$ cat src/rtl/ecc_apb_pkg.sv
// Shared definitions for the ECC APB register bank: register offsets,
// FSM state types, ECC operation codes and STATUS bit positions.
package ecc_apb_pkg;

    // Register byte offsets (exact match on the full APB address)
    localparam int unsigned ADDR_CTRL      = 32'h00;
    localparam int unsigned ADDR_DATA_IN   = 32'h04;
    localparam int unsigned ADDR_CW_WIDTH  = 32'h08;
    localparam int unsigned ADDR_NOISE     = 32'h0C;
    localparam int unsigned ADDR_STATUS    = 32'h10;
    localparam int unsigned ADDR_DATA_OUT  = 32'h14;

    // STATUS register bit positions
    localparam int unsigned STAT_BUSY      = 0;
    localparam int unsigned STAT_DONE      = 1;
    localparam int unsigned STAT_NERR_LO   = 2;

    typedef enum logic [1:0] {
        IDLE   = 2'd0,
        SETUP  = 2'd1,
        ACCESS = 2'd2
    } apb_state_t;

    typedef enum logic {
        C_IDLE = 1'b0,
        C_RUN  = 1'b1
    } core_state_t;

    typedef enum logic [1:0] {
        ENCODE = 2'd0,
        DECODE = 2'd1,
        FULL   = 2'd2
    } ecc_op_t;

    // The reserved operation code 3 behaves as a full channel run
    function automatic ecc_op_t map_op(input logic [1:0] code);
        return (code == 2'd3) ? FULL : ecc_op_t'(code);
    endfunction

endpackage

$ cat src/rtl/ecc_apb_fsm.sv
// APB3 phase tracker: identifies the SETUP and ACCESS phases of the current
// cycle, producing the write-commit and read-sample strobes and the address
// latched during SETUP.
module ecc_apb_fsm
    import ecc_apb_pkg::*;
#(
    parameter int AMBA_ADDR_WIDTH = 20
) (
    input  logic                       clk,
    input  logic                       rst,
    input  logic                       psel,
    input  logic                       penable,
    input  logic                       pwrite,
    input  logic [AMBA_ADDR_WIDTH-1:0] paddr,
    output logic                       wr_commit,
    output logic                       rd_sample,
    output logic                       in_access,
    output logic [AMBA_ADDR_WIDTH-1:0] addr_q
);

    apb_state_t state_q;
    apb_state_t state_d;

    // Phase register: holds the bus phase seen in the previous cycle
    always_ff @(posedge clk or negedge rst) begin
        if (!rst) begin
            state_q <= IDLE;
        end else begin
            state_q <= state_d;
        end
    end

    // Next-state decode; state_d is also the phase of the current cycle,
    // so the strobes below fire in the cycle the bus is in that phase
    always_comb begin
        state_d = IDLE;
        case (state_q)
            IDLE: begin
                if (psel && !penable) state_d = SETUP;
            end
            SETUP: begin
                if (psel && penable)       state_d = ACCESS;
                else if (psel && !penable) state_d = SETUP;
            end
            ACCESS: begin
                if (psel && !penable) state_d = SETUP;
            end
            default: state_d = IDLE;
        endcase
    end

    assign in_access = (state_d == ACCESS);
    assign wr_commit = in_access && pwrite;
    assign rd_sample = (state_d == SETUP) && !pwrite;

    // Address captured in SETUP and used for the ACCESS-phase decode
    always_ff @(posedge clk or negedge rst) begin
        if (!rst) begin
            addr_q <= '0;
        end else if (state_d == SETUP) begin
            addr_q <= paddr;
        end
    end

endmodule

$ cat src/rtl/ecc_apb_regbank.sv
// APB3 zero-wait-state register bank for the ECC core: configuration
// registers, one-cycle start pulse, result capture and sticky done flag.
// Optional build macro ECC_APB_PSLVERR_EN adds a pslverr output.
module ecc_apb_regbank
    import ecc_apb_pkg::*;
#(
    parameter int AMBA_ADDR_WIDTH = 20,
    parameter int AMBA_WORD       = 32,
    parameter int DATA_WIDTH      = 32
) (
    input  logic                       clk,
    input  logic                       rst,
    input  logic [AMBA_ADDR_WIDTH-1:0] paddr,
    input  logic                       pwrite,
    input  logic                       psel,
    input  logic                       penable,
    input  logic [AMBA_WORD-1:0]       pwdata,
    output logic [AMBA_WORD-1:0]       prdata,
    output logic [1:0]                 sel_o,
    output logic [AMBA_WORD-1:0]       data_in_o,
    output logic [AMBA_WORD-1:0]       noise_o,
    output logic [1:0]                 codeword_width_o,
    output logic                       start_o,
    input  logic                       core_done_i,
    input  logic [DATA_WIDTH-1:0]      core_data_i,
    input  logic [1:0]                 core_num_err_i,
    output logic [DATA_WIDTH-1:0]      data_out,
    output logic [1:0]                 num_of_errors,
`ifdef ECC_APB_PSLVERR_EN
    output logic                       pslverr,
`endif
    output logic                       operation_done
);

    localparam logic [AMBA_ADDR_WIDTH-1:0] A_CTRL     = AMBA_ADDR_WIDTH'(ADDR_CTRL);
    localparam logic [AMBA_ADDR_WIDTH-1:0] A_DATA_IN  = AMBA_ADDR_WIDTH'(ADDR_DATA_IN);
    localparam logic [AMBA_ADDR_WIDTH-1:0] A_CW_WIDTH = AMBA_ADDR_WIDTH'(ADDR_CW_WIDTH);
    localparam logic [AMBA_ADDR_WIDTH-1:0] A_NOISE    = AMBA_ADDR_WIDTH'(ADDR_NOISE);
    localparam logic [AMBA_ADDR_WIDTH-1:0] A_STATUS   = AMBA_ADDR_WIDTH'(ADDR_STATUS);
    localparam logic [AMBA_ADDR_WIDTH-1:0] A_DATA_OUT = AMBA_ADDR_WIDTH'(ADDR_DATA_OUT);

    logic                       wr_commit;
    logic                       rd_sample;
    logic                       in_access;
    logic [AMBA_ADDR_WIDTH-1:0] addr_q;

    logic [1:0]           ctrl_q;
    logic [1:0]           cw_width_q;
    logic [AMBA_WORD-1:0] data_in_q;
    logic [AMBA_WORD-1:0] noise_q;
    logic                 done_q;
    logic [AMBA_WORD-1:0] rd_mux;

    core_state_t core_state_q;
    core_state_t core_state_d;

    logic busy;
    logic wr_cfg_ok;
    logic ctrl_launch;
    logic capture;
    logic status_rd_done;

    ecc_apb_fsm #(
        .AMBA_ADDR_WIDTH (AMBA_ADDR_WIDTH)
    ) u_apb_fsm (
        .clk       (clk),
        .rst       (rst),
        .psel      (psel),
        .penable   (penable),
        .pwrite    (pwrite),
        .paddr     (paddr),
        .wr_commit (wr_commit),
        .rd_sample (rd_sample),
        .in_access (in_access),
        .addr_q    (addr_q)
    );

    assign busy           = (core_state_q == C_RUN);
    assign wr_cfg_ok      = wr_commit && !busy;
    assign ctrl_launch    = wr_cfg_ok && (addr_q == A_CTRL);
    assign capture        = busy && core_done_i;
    assign status_rd_done = in_access && !pwrite && (addr_q == A_STATUS);

    assign sel_o            = map_op(ctrl_q);
    assign data_in_o        = data_in_q;
    assign noise_o          = noise_q;
    assign codeword_width_o = cw_width_q;

    // Core sequencing state register
    always_ff @(posedge clk or negedge rst) begin
        if (!rst) begin
            core_state_q <= C_IDLE;
        end else begin
            core_state_q <= core_state_d;
        end
    end

    // Core sequencing: run from an accepted CTRL write until the core reports done
    always_comb begin
        core_state_d = core_state_q;
        case (core_state_q)
            C_IDLE: if (ctrl_launch) core_state_d = C_RUN;
            C_RUN:  if (core_done_i) core_state_d = C_IDLE;
            default: core_state_d = C_IDLE;
        endcase
    end

    // Configuration registers; writes are dropped while the core is running
    always_ff @(posedge clk or negedge rst) begin
        if (!rst) begin
            ctrl_q     <= '0;
            data_in_q  <= '0;
            cw_width_q <= '0;
            noise_q    <= '0;
        end else if (wr_cfg_ok) begin
            case (addr_q)
                A_CTRL:     ctrl_q     <= pwdata[1:0];
                A_DATA_IN:  data_in_q  <= pwdata;
                A_CW_WIDTH: cw_width_q <= pwdata[1:0];
                A_NOISE:    noise_q    <= pwdata;
                default: ;
            endcase
        end
    end

    // Start pulse, result capture, completion pulse and sticky done (set wins over clear)
    always_ff @(posedge clk or negedge rst) begin
        if (!rst) begin
            start_o        <= 1'b0;
            operation_done <= 1'b0;
            data_out       <= '0;
            num_of_errors  <= '0;
            done_q         <= 1'b0;
        end else begin
            start_o        <= ctrl_launch;
            operation_done <= capture;
            if (capture) begin
                data_out      <= core_data_i;
                num_of_errors <= core_num_err_i;
            end
            if (capture) begin
                done_q <= 1'b1;
            end else if (status_rd_done) begin
                done_q <= 1'b0;
            end
        end
    end

    // Read multiplexer on the live SETUP-phase address
    always_comb begin
        rd_mux = '0;
        case (paddr)
            A_CTRL:     rd_mux[1:0] = ctrl_q;
            A_DATA_IN:  rd_mux      = data_in_q;
            A_CW_WIDTH: rd_mux[1:0] = cw_width_q;
            A_NOISE:    rd_mux      = noise_q;
            A_STATUS: begin
                rd_mux[STAT_BUSY]         = busy;
                rd_mux[STAT_DONE]         = done_q;
                rd_mux[STAT_NERR_LO +: 2] = num_of_errors;
            end
            A_DATA_OUT: rd_mux      = AMBA_WORD'(data_out);
            default:    rd_mux      = '0;
        endcase
    end

    // Read data is registered at the end of SETUP and held through ACCESS
    always_ff @(posedge clk or negedge rst) begin
        if (!rst) begin
            prdata <= '0;
        end else if (rd_sample) begin
            prdata <= rd_mux;
        end
    end

`ifdef ECC_APB_PSLVERR_EN
    logic addr_mapped;
    logic addr_ro;
    logic addr_cfg;

    // Error classification of the ACCESS-phase address
    always_comb begin
        addr_mapped = 1'b0;
        addr_ro     = 1'b0;
        addr_cfg    = 1'b0;
        case (addr_q)
            A_CTRL, A_DATA_IN, A_CW_WIDTH, A_NOISE: begin
                addr_mapped = 1'b1;
                addr_cfg    = 1'b1;
            end
            A_STATUS, A_DATA_OUT: begin
                addr_mapped = 1'b1;
                addr_ro     = 1'b1;
            end
            default: ;
        endcase
    end

    assign pslverr = in_access &&
                     (!addr_mapped || (pwrite && addr_ro) || (pwrite && busy && addr_cfg));
`endif

endmodule

$ cat config.mk
export PLATFORM = sky130hd
export DESIGN_NAME = ecc_apb_regbank
export DESIGN_NICKNAME = d
export VERILOG_FILES = /design/src/rtl/ecc_apb_pkg.sv /design/src/rtl/ecc_apb_fsm.sv /design/src/rtl/ecc_apb_regbank.sv
export SDC_FILE = /design/constraint.sdc
export NUM_CORES = 1
export LEC_CHECK = 0
export CAP_MARGIN = 20
export CORE_ASPECT_RATIO = 0.7
export CORE_MARGIN = 8
export CORE_UTILIZATION = 50
export CTS_CLUSTER_SIZE = 10
export DETAILED_ROUTE_END_ITERATION = 10
export GPL_ROUTABILITY_DRIVEN = 0
export PLACE_DENSITY_LB_ADDON = 0.2
export SYNTH_ARGS = -nofsm -noshare
export SYNTH_HDL_FRONTEND = slang
export SYNTH_HIERARCHICAL = 1
export SYNTH_SLANG_ARGS = --single-unit
$ cat constraint.sdc
create_clock -name clk -period 6.94 [get_ports clk]
set_clock_uncertainty 0.05 [all_clocks]
set_input_delay 1.041 -clock clk [delete_from_list [all_inputs] [get_ports clk]]
set_output_delay 1.041 -clock clk [all_outputs]
set_load 0.05 [all_outputs]
== Yosys cells after proc, flatten, opt, wreduce, memory -nomap -nowiden ==
Cells that the tools add are included.
Storage, ports and cells
  register bits: 160
  input port bits: 92
  output and inout port bits: 136
  logic and storage cells: 61
Cells by class
  eq/ne operators: 14
  mux-type cells: 12
  bitwise logic cells: 1
  reduce and logical (&&, ||, !) cells: 21
Operators by type and width (number)
  $pmux 28 s3: 1
  $eq 20x4->1 const B: 4
  $eq 20x5->1 const B: 3
  $eq 20x3->1 const B: 2
  $logic_not 20->1: 2
  $pmux 2 s6: 1
  $logic_and 1x1->1: 9
  $pmux 2 s4: 1
  $reduce_and 2->1: 4
  $eq 2x2->1 const B: 3
  $mux 1: 5
  $eq 2x1->1 const B: 2
  $mux 2: 2
  $pmux 2 s2: 1
  $logic_not 1->1: 3
  $logic_not 2->1: 1
  $pmux 1 s2: 1
  $reduce_bool 2->1: 1
  $reduce_or 2->1: 1
  $not 1->1: 1

== Longest topological paths before layout ==
Gate-level depths: netlist of the first run.
  word-level depth: 11
  depth in mapped cells: 9
  gate-level depth less buffers: 7

== Hierarchy ==
Netlist of the first run, hierarchy kept.
By module, submodules not included
  ecc_apb_regbank: instances 1, cells an instance 471, area each 6117.1 um^2
  ecc_apb_fsm: instances 1, cells an instance 50, area each 854.6 um^2

== Least setup slack after synthesis of the first run ==
Ideal clock, no wire load.
  path kind: input -> register
  start: input port penable
  end: register prdata[11]
  data arrival time: 2658 ps
  required time: 6746 ps
  slack: 4088 ps
  stages: 6
  buffers on the path: 3
  cells stage by stage: a211oi_4 > buf_6 > nor2b_1 > buf_1 > clkbuf_1 > o22ai_2
Between the ends
  longest elaborated chain between the ends: 7
  elaborated cells on any way between the ends: 8
  those cells by class: eq/ne: 1; mux: 3; reduce/logical: 4
Ends and longest elaborated chain
  start: declaration: line ecc_apb_regbank.sv:16  | input logic penable,
  $logic_not 1->1: line ecc_apb_fsm.sv:39, ecc_apb_fsm.sv:43, ecc_apb_fsm.sv:46
  $logic_and 1x1->1: line ecc_apb_fsm.sv:39, ecc_apb_fsm.sv:43, ecc_apb_fsm.sv:46
  $mux 1: line ecc_apb_fsm.sv:39, ecc_apb_fsm.sv:43, ecc_apb_fsm.sv:46
  $mux 2: line ecc_apb_fsm.sv:42  | if (psel && penable) state_d = ACCESS;
  $pmux 2 s2 *: line ecc_apb_fsm.sv:37  | case (state_q)
  named net u_apb_fsm.state_d[0]: line ecc_apb_fsm.sv:22  | apb_state_t state_d;
  $eq 2x1->1 *: line ecc_apb_fsm.sv:54  | assign rd_sample = (state_d == SETUP) && !pwrite;
  $logic_and 1x1->1 *: line ecc_apb_fsm.sv:54
  named net rd_sample: line ecc_apb_regbank.sv:43  | logic rd_sample;
  end signal: assignment: line ecc_apb_regbank.sv:172  | prdata <= rd_mux;
  end: declaration: line ecc_apb_regbank.sv:18  | output logic [AMBA_WORD-1:0] prdata,
The timed path passes the listed nets; every way through them passes the cells marked *.
A chain may end at the register's enable or synchronous reset.

== Final worst setup path of the first run ==
  start: input port psel
  end: register prdata[26]
Between the ends
  longest elaborated chain between the ends: 6
  elaborated cells on any way between the ends: 7
  those cells by class: eq/ne: 1; mux: 3; reduce/logical: 3
Ends and longest elaborated chain
  start: declaration: line ecc_apb_regbank.sv:15  | input logic psel,
  $logic_and 1x1->1: line ecc_apb_fsm.sv:39, ecc_apb_fsm.sv:43, ecc_apb_fsm.sv:46
  $mux 1: line ecc_apb_fsm.sv:39, ecc_apb_fsm.sv:43, ecc_apb_fsm.sv:46
  $mux 2: line ecc_apb_fsm.sv:42
  $pmux 2 s2 *: line ecc_apb_fsm.sv:37
  $eq 2x1->1 *: line ecc_apb_fsm.sv:54
  $logic_and 1x1->1 *: line ecc_apb_fsm.sv:54
  named net rd_sample: line ecc_apb_regbank.sv:43
Marked as above.

==> summary by stage, run 1 <==
Power and ir drop
In this run the power density over the cells is 218 nW/um^2. The highest ir drop seen on vdd is 171 uV. The analysis attributes to net switching a power of between 0.5 and 0.6 mW. The net switching share of the total power is 0.247.

The share of total power dissipated in combinational logic is 0.117. In this run the static leakage power is 4.51 nW. The internal power of the cells totals 1.63 mW.

The share of power burned in the clock network is 0.423. The share of total power dissipated in sequential elements is 0.461.

Synth
The predominant post-synthesis flop cell is sky130_fd_sc_hd__dfrtp_1. The post-synth design cell area is 6970 sq um. The synthesized netlist cell count is 521.

Synthesis instantiated 43 different standard cells from the library. Synthesis produced a netlist with a net count of 613. Averaged over all synthesized cells, the footprint is 13.4 sq um. The synthesized design contains 0 enable-type register cells. The synthesized design contains 160 register bits. For this run, the number of Yosys warnings is 6. The sequential fraction of the synthesis area is 0.574. The share of async-settable or async-resettable flops after synthesis is 1.00.

Drt
After detailed routing, the average wire length per cell comes to between 20 and 25 um. In the routed design, unresolved DRC markers number 0. After detailed routing, the total wire length is 20500 um. The detailed-router iteration count before antenna repair is 4. In this run, the number of DRC markers left after iteration 0 of detailed routing was 286.

The residual antenna-violating net count after detailed routing is 0. The per-cell via count in the routed design is 5.37. The routed layout has 5077 vias.

Cells and area
The number of antenna diodes in the final layout is 0. The final layout contains 835 nets. The layout overhead on the synthesized area is 42.8%. The fraction of layout cells with a size suffix above 1 is 0.111.

The number of standard cells in the final layout excluding fillers is 945.

Timing
The number of pins with negative max-slew slack in the final report was 0. In this run the tightest slew margin relative to its limit is 0.273. The hold violation count in the final report was 0. Setup violations remaining at the end of the flow were counted as 0. Dividing the final minimum period by the clock period gives 0.680.

The peak clock frequency supported by timing is 212 MHz. The shortest period the worst path allows is 4720 ps. Adding up every negative setup slack in the final design gives 0 ps.

Setup repair after global routing left no endpoint under its margin. The slew of the pin with the lowest slew margin is 1090 ps. In the post-route analysis, the smallest setup slack over all paths is 2220 ps.

Outcome
The flow ran to the end, and the final reports show no timing, DRC or antenna violations.

Critical path
The required time of the worst setup path is roughly 7200 ps. The worst path arrival time is roughly 5000 ps. The worst-case reg-to-reg path depth is 6. The startpoint-to-endpoint class of the critical path is input pin to flip-flop.

The highest net fanout along the worst path is 33. The category of the worst setup path launch point is an input pin. STA classifies the critical path endpoint as a flip-flop.

Worst hold path
Along the worst hold path, the cell count comes to 1. In this run the worst hold path is classified as flip-flop to flip-flop.

GRT
The fraction of met1 tracks used by global routing is 0.293. Across every metal layer, demand over resource in global routing totals 0.232. The initial antenna violation count is 0.

The via count of the first global-routing pass is 5638. For this run, global-route usage on met3 was measured as 0.0736. After global routing the overflow that remains totals 0. The first global-routing pass estimated 32000 um of wire. The routing layer with the top usage in global route is met2. For met2 alone, demand over resource in global routing was 0.379. The pin count of the biggest net entering global routing is 101.

Place
Prior to clock tree synthesis, the placed netlist has a worst setup slack of 1760 ps. Detailed placement finished with a half-perimeter wire length of 14300 um. Input and output buffers added on the ports amount to 227. The number of cells after detailed placement is 914.

Floorplan
The overall die width is 157 um. The starting utilization of the core area is 0.506. The die area is between 15000 and 20000 sq um. The floorplan has 36 rows. The region available for standard cell placement spans around 14000 sq um. For this design the top-level I/O count stands at 228. From bottom edge to top edge, the die measures 115 um.

Clock network
Clock-pin slew was measured on the worst setup and hold paths at 60 ps. The buffer depth of the longest clock path is 2. Clock tree synthesis found a total of 160 sinks. In this run, post-CTS hold repair placed 0 buffers. Buffers added to address setup during post-CTS repair amount to 0. In this run the number of H-tree levels came out at 4. Clock tree synthesis inserted a total of 17 buffers. The clock tree from TritonCTS is yes. Clock latency on the worst-skew pair, taken at its later pin, is 410 ps. The tree is rooted in a sky130_fd_sc_hd__clkbuf_16. The total of cells resized after clock tree synthesis is 0.

Flow run
The number of maximum-capacitance violations is 0.
through the flow:
step / utilization / instance area, sq um / total power, mW / hold WS (ps)
floorplan: - / 6970 / 1.13 / 411
global placement: 0.676 / 9320 / 1.26 / 440
detailed placement: 0.680 / 9380 / 1.27 / 451
CTS: 0.722 / 9960 / 2.19 / 465
global route: 0.722 / 9960 / 2.25 / 484
finish: 0.722 / 9960 / 2.17 / 463
placed cells by master, fill, tap and decap left out, types with 3 or more instances in the layout:
cell / netlist / layout
sky130_fd_sc_hd__nor2_1: 33 / 33
sky130_fd_sc_hd__and4b_1: 3 / 3
sky130_fd_sc_hd__mux2_2: 21 / 21
sky130_fd_sc_hd__clkbuf_16: 0 / 17
sky130_fd_sc_hd__inv_1: 31 / 31
sky130_fd_sc_hd__o22ai_1: 17 / 17
sky130_fd_sc_hd__o21ai_1: 4 / 4
sky130_fd_sc_hd__nor3_1: 4 / 4
sky130_fd_sc_hd__clkbuf_8: 0 / 3
sky130_fd_sc_hd__clkinv_2: 0 / 4
sky130_fd_sc_hd__clkdlybuf4s50_1: 0 / 224
sky130_fd_sc_hd__nor4_1: 3 / 3
sky130_fd_sc_hd__o22ai_2: 12 / 12
sky130_fd_sc_hd__a21oi_1: 29 / 29
sky130_fd_sc_hd__mux2_1: 101 / 101
sky130_fd_sc_hd__dfrtp_1: 160 / 160
sky130_fd_sc_hd__nor2b_1: 5 / 3
sky130_fd_sc_hd__mux2i_1: 34 / 34
sky130_fd_sc_hd__clkinvlp_4: 0 / 3
sky130_fd_sc_hd__nand2_1: 6 / 5
sky130_fd_sc_hd__buf_4: 5 / 3
cell families (layout without fill, tap and decap cells):
family                 Yosys count  count (layout)  synth area share
AOI/OAI and AO/OA               71              71            0.0734
buffers and inverters           60             294            0.0443
muxes                          156             156             0.246
and+or+nand+nor                 74              74            0.0621
DFF                            160             160             0.574
final cells by class:
| type | instances | area [sq um] |
|---|---|---|
| flip-flops and latches | 160 | 4000 |
| fillers | 973 | 3830 |
| multi-input cells | 301 | 2680 |
| repair buffers | 232 | 2340 |
| clock buffers | 21 | 470 |
| well taps | 190 | 238 |
| inverters | 31 | 116 |
| clock inverters | 10 | 111 |
cells in the mapped netlist, types with 6 or more instances:
cell / number / area [sq um]
sky130_fd_sc_hd__clkbuf_1: 7 / 26.3
sky130_fd_sc_hd__mux2_1: 101 / 1140
sky130_fd_sc_hd__o22ai_1: 17 / 106
sky130_fd_sc_hd__mux2_2: 21 / 236
sky130_fd_sc_hd__a21oi_1: 29 / 145
sky130_fd_sc_hd__inv_1: 31 / 116
sky130_fd_sc_hd__nand2_1: 6 / 22.5
sky130_fd_sc_hd__buf_6: 8 / 90.1
sky130_fd_sc_hd__nor2_1: 33 / 124
sky130_fd_sc_hd__dfrtp_1: 160 / 4000
sky130_fd_sc_hd__o22ai_2: 12 / 150
sky130_fd_sc_hd__mux2i_1: 34 / 340
layer usage:
layer  part of all wire  vias to the layer above
li1                   -                     2295
met1               0.43                     2567
met2               0.48                      194
met3              0.080                       21
met4              0.014                        0
met5                  0                        -
critical path, stage by stage:
cell                              delay (ps)
sky130_fd_sc_hd__clkdlybuf4s50_1         490
sky130_fd_sc_hd__inv_1                    80
sky130_fd_sc_hd__a211oi_4                840
sky130_fd_sc_hd__nor2b_4                 970
sky130_fd_sc_hd__nor4b_1                 310
sky130_fd_sc_hd__and4b_1                 380
sky130_fd_sc_hd__nand4_4                 540
sky130_fd_sc_hd__o22ai_1                 320
path summary, 6_finish.rpt:
kind,startpoint,end,slack (ps)
min,u_apb_fsm/addr_q[12],u_apb_fsm/addr_q[12],460
min in group asynchronous,rst,data_out[13],650
max,psel,prdata[26],2220
max in group asynchronous,rst,data_in_o[15],4760
min reg2reg,u_apb_fsm/addr_q[12],u_apb_fsm/addr_q[12],460
max reg2reg,u_apb_fsm/state_q[1],prdata[26],2910
state kept, by name, indices dropped and copies added (netlist names), 2 cells and up:
signal             count
codeword_width_o       2
ctrl_q                 2
data_in_o             32
data_out              32
noise_o               32
num_of_errors          2
prdata                32
u_apb_fsm/addr_q      20
u_apb_fsm/state_q      2
power groups by stage:
stage	sequential, mW	combinational [mW]	clock, mW
finish	1.00	0.253	0.917
global route	1.00	0.268	0.982
CTS	0.999	0.256	0.935
detailed placement	1.02	0.254	0
global placement	1.01	0.249	0
floorplan	1.07	0.0606	0
No activity file was read; power rests on OpenSTA's default activity.
==> run 2: changes to the inputs <==
--- a/config.mk
+++ b/config.mk
@@ -8,7 +8,7 @@
 export CAP_MARGIN = 20
 export CORE_ASPECT_RATIO = 0.7
 export CORE_MARGIN = 8
-export CORE_UTILIZATION = 50
+export CORE_UTILIZATION = 46
 export CTS_CLUSTER_SIZE = 10
 export DETAILED_ROUTE_END_ITERATION = 10
 export GPL_ROUTABILITY_DRIVEN = 0
==> constraint.sdc (replaced) <==
create_clock -name clk -period 4.6 [get_ports clk]
set_clock_uncertainty 0.05 [all_clocks]
set_input_delay 0.69 -clock clk [delete_from_list [all_inputs] [get_ports clk]]
set_output_delay 0.69 -clock clk [all_outputs]
set_load 0.05 [all_outputs]
==> run 2 against run 1 <==
  * Sequential power increased by 51%
  * Critical path depth increased by 1
  * Register-to-register slack got worse by 1100 ps
  * Worst setup slack got worse by 790 ps
  * Die area increased by 7.6%
  * Non-clock buffer count increased by 3
  * Largest cell class unchanged
==> summary by stage, run 2 (synthesis gave the netlist of run 1 again) <==
Outcome
Run status: finished, final reports clean (unchanged).

Timing
The final worst slack is 1430 ps (was 2220 ps). The final-layout setup total negative slack is 0 ps (unchanged). The hold violation count in the final report is 0 (unchanged). The final count of negative-setup-slack endpoints was 0 (unchanged). In the finished design, the share of the clock period the worst path needs comes to 0.688. The headroom to the max-slew limit was 0.315 (was 0.273). The slew of the pin with the lowest slew margin is 1020 ps (was 1090 ps). The peak clock frequency supported by timing is 316 MHz. RSZ-0062 raised after global routing: false (unchanged).

The routed design could run at a clock period as short as 3170 ps. The number of pins with negative max-slew slack in the final report was 0 (unchanged).

Cells and area
The fraction of layout cells with a size suffix above 1 is 0.117 (was 0.111). The number of nets at the end of the flow was 838 (was 835). The area of the multi-input gates came to 2680 sq um (about the same). Commonest cells after routing, fill and taps aside: sky130_fd_sc_hd__clkdlybuf4s50_1 (224), sky130_fd_sc_hd__dfrtp_1 (160), sky130_fd_sc_hd__mux2_1 (101) (unchanged). The area of all sequential standard cells came to 4000 sq um (unchanged). The commonest non-fill, non-tap cell in the layout is sky130_fd_sc_hd__clkdlybuf4s50_1 (unchanged).

The layout overhead on the synthesized area was 42.8% (about the same). The filler cell count came to 1070 (was 973). The number of antenna diodes is 0 (unchanged).

Clock network
The CTS buffer count is 17 (unchanged). The count of hold-fix buffers inserted at cts came to 0 (unchanged). The buffer depth of the longest clock path is 2 (unchanged). The clock tree from TritonCTS is yes (unchanged). The number of setup buffers added after CTS is 0 (unchanged). The total of cells resized after clock tree synthesis came to 0 (unchanged).

The number of sinks on the clock net came to 160 (unchanged). The H-tree depth came to 4 (unchanged). The clock tree root buffer cell is sky130_fd_sc_hd__clkbuf_16 (unchanged). The post-CTS clock slew at the launch and capture registers of the worst setup and hold paths is 70 ps (was 60 ps). The clock latency on the worst-skew pair was 410 ps (about the same).

Critical path
The required time of the worst setup path came to 4860 ps (was 7200 ps). The combined buffer and inverter count along the critical path is 3 (was 2). The critical path capture point type was a flip-flop (unchanged). The cell family contributing the most delay on the critical path is simple AND/OR/NAND/NOR gates (unchanged).

The worst path arrival time came to 3430 ps (was 4980 ps). The startpoint-to-endpoint class of the critical path is input pin to flip-flop (unchanged). The beginning of the worst register-to-register path is u_apb_fsm/state_q[1] (unchanged).

The cell at the slowest stage of the critical path is sky130_fd_sc_hd__nand4_4 (was sky130_fd_sc_hd__nor2b_4). The highest net fanout along the worst path came to 30 (was 33). Critical-path cell list: clkdlybuf4s50_1 -> inv_1 -> a211oi_4 -> buf_4 -> nor2b_4 -> nor4b_1 -> and4b_1 -> nand4_4 -> o22ai_1 (was clkdlybuf4s50_1 -> inv_1 -> a211oi_4 -> nor2b_4 -> nor4b_1 -> and4b_1 -> nand4_4 -> o22ai_1). The origin of the worst setup path is psel (unchanged).

The category of the worst setup path launch point is an input pin (unchanged). The longest individual stage delay on the worst path is 550 ps (was 970 ps).

Power and ir drop
The total power per unit cell area came to 326 nW/um^2 (was 218 nW/um^2). The leakage dissipation is 4.53 nW (was 4.51 nW). The highest ir drop seen on vdd is 263 uV (was 171 uV).

Drt
The residual antenna-violating net count after detailed routing is 0 (unchanged). The routed wirelength normalized by instance count is 21.2 um (was 21.7 um). The remaining routing DRC violations is 0 (unchanged).

The detailed-router iteration count before antenna repair came to 4 (unchanged). The overall via count from detail_route is 5062 (was 5077). The per-cell via count in the routed design is 5.31 (was 5.37).

The overall routed net length came to 20200 um (was 20500 um). The violation count after the first detailed-routing iteration is 202 (was 286).

Floorplan
The placeable core region is 14800 sq um (was 13800 sq um). The count of pins on the block boundary is 228 (unchanged). The starting utilization of the core area is 0.472 (was 0.506). The count of standard-cell rows was 37 (was 36). The vertical extent of the die was 119 um (was 115 um). The overall die width is 163 um (was 157 um). The die area is 19400 sq um (was 18000 sq um).

Place
The number of buffers inserted by port buffering came to 227 (unchanged). The total half-perimeter wirelength after legalization and detailed placement is 14700 um (was 14300 um). The worst slack at placement is 1030 ps (was 1760 ps).

Worst hold path
The path category of the worst min-delay check is input pin to async pin (was flip-flop to flip-flop).

GRT
The residual overflow from global routing came to 0 (unchanged). The pin count of the biggest net entering global routing is 89 (was 101). The combined global-route utilization of all metal layers is 0.211 (was 0.232). The via count of the first global-routing pass is 5623 (was 5638). The initial antenna violation count is 0 (unchanged).

The global-route wire length before repair is 32400 um (was 32000 um).

Flow run
The number of maximum-capacitance violations is 0 (unchanged).
[run 2: cell count changes in the layout (fill, tap and decap cells not counted), sizes merged]
cell      previous run  this run
bufinv               2         0
clkbuf              21        19
clkinv               5         4
inv                 31        40
clkinvlp             3         0
buf                  8        11
[run 2: where the power goes]
part / total, mW / switching [mW] / internal (mW) / leakage (nW)
clock network: 1.36 / 0.615 / 0.746 / 0.287
logic: 0.384 / 0.215 / 0.169 / 2.08
registers: 1.51 / 0.0429 / 1.46 / 2.16
total: 3.25 / 0.874 / 2.38 / 4.53
[run 2: path summary, 6_finish.rpt]
path / endpoint / slack [ps] / depth (start not counted)
min: u_apb_fsm/addr_q[1] / 290 / 1
min in group clk: u_apb_fsm/addr_q[13] / 460 / 1
max: prdata[21] / 1430 / 9
max in group asynchronous: prdata[31] / 3150 / 2
min reg2reg: u_apb_fsm/addr_q[13] / 460 / 1
max reg2reg: prdata[21] / 1790 / 7
[run 2: cell type report]
class,instances,share of cell area
Sequential cell,160,0.402
Multi-Input combinational cell,301,0.269
Timing Repair Buffer,235,0.235
Clock buffer,19,0.0455
Tap cell,195,0.0245
Clock inverter,13,0.0121
Inverter,31,0.0117
[run 2: metal layers]
| layer | vias to the layer above | global-route usage | share of wire |
|---|---|---|---|
| met1 | 2564 | 0.274 | 0.44 |
| met4 | 0 | 0.0560 | 0.0097 |
| met2 | 180 | 0.333 | 0.46 |
| li1 | 2301 | - | - |
| met3 | 17 | 0.0719 | 0.096 |
| met5 | - | 0 | 0 |
[run 2: through the flow]
stage	hold slack (ps)	cells	cell area [sq um]	total power, mW	util
6_report	286	954	9950	3.25	0.674
5_1_grt	349	954	9950	3.37	0.674
4_1_cts	307	954	9950	3.28	0.674
3_5_place_dp	444	922	9380	1.92	0.635
3_3_place_gp	441	922	9380	1.91	0.635
2_1_floorplan	344	521	6970	1.71	-
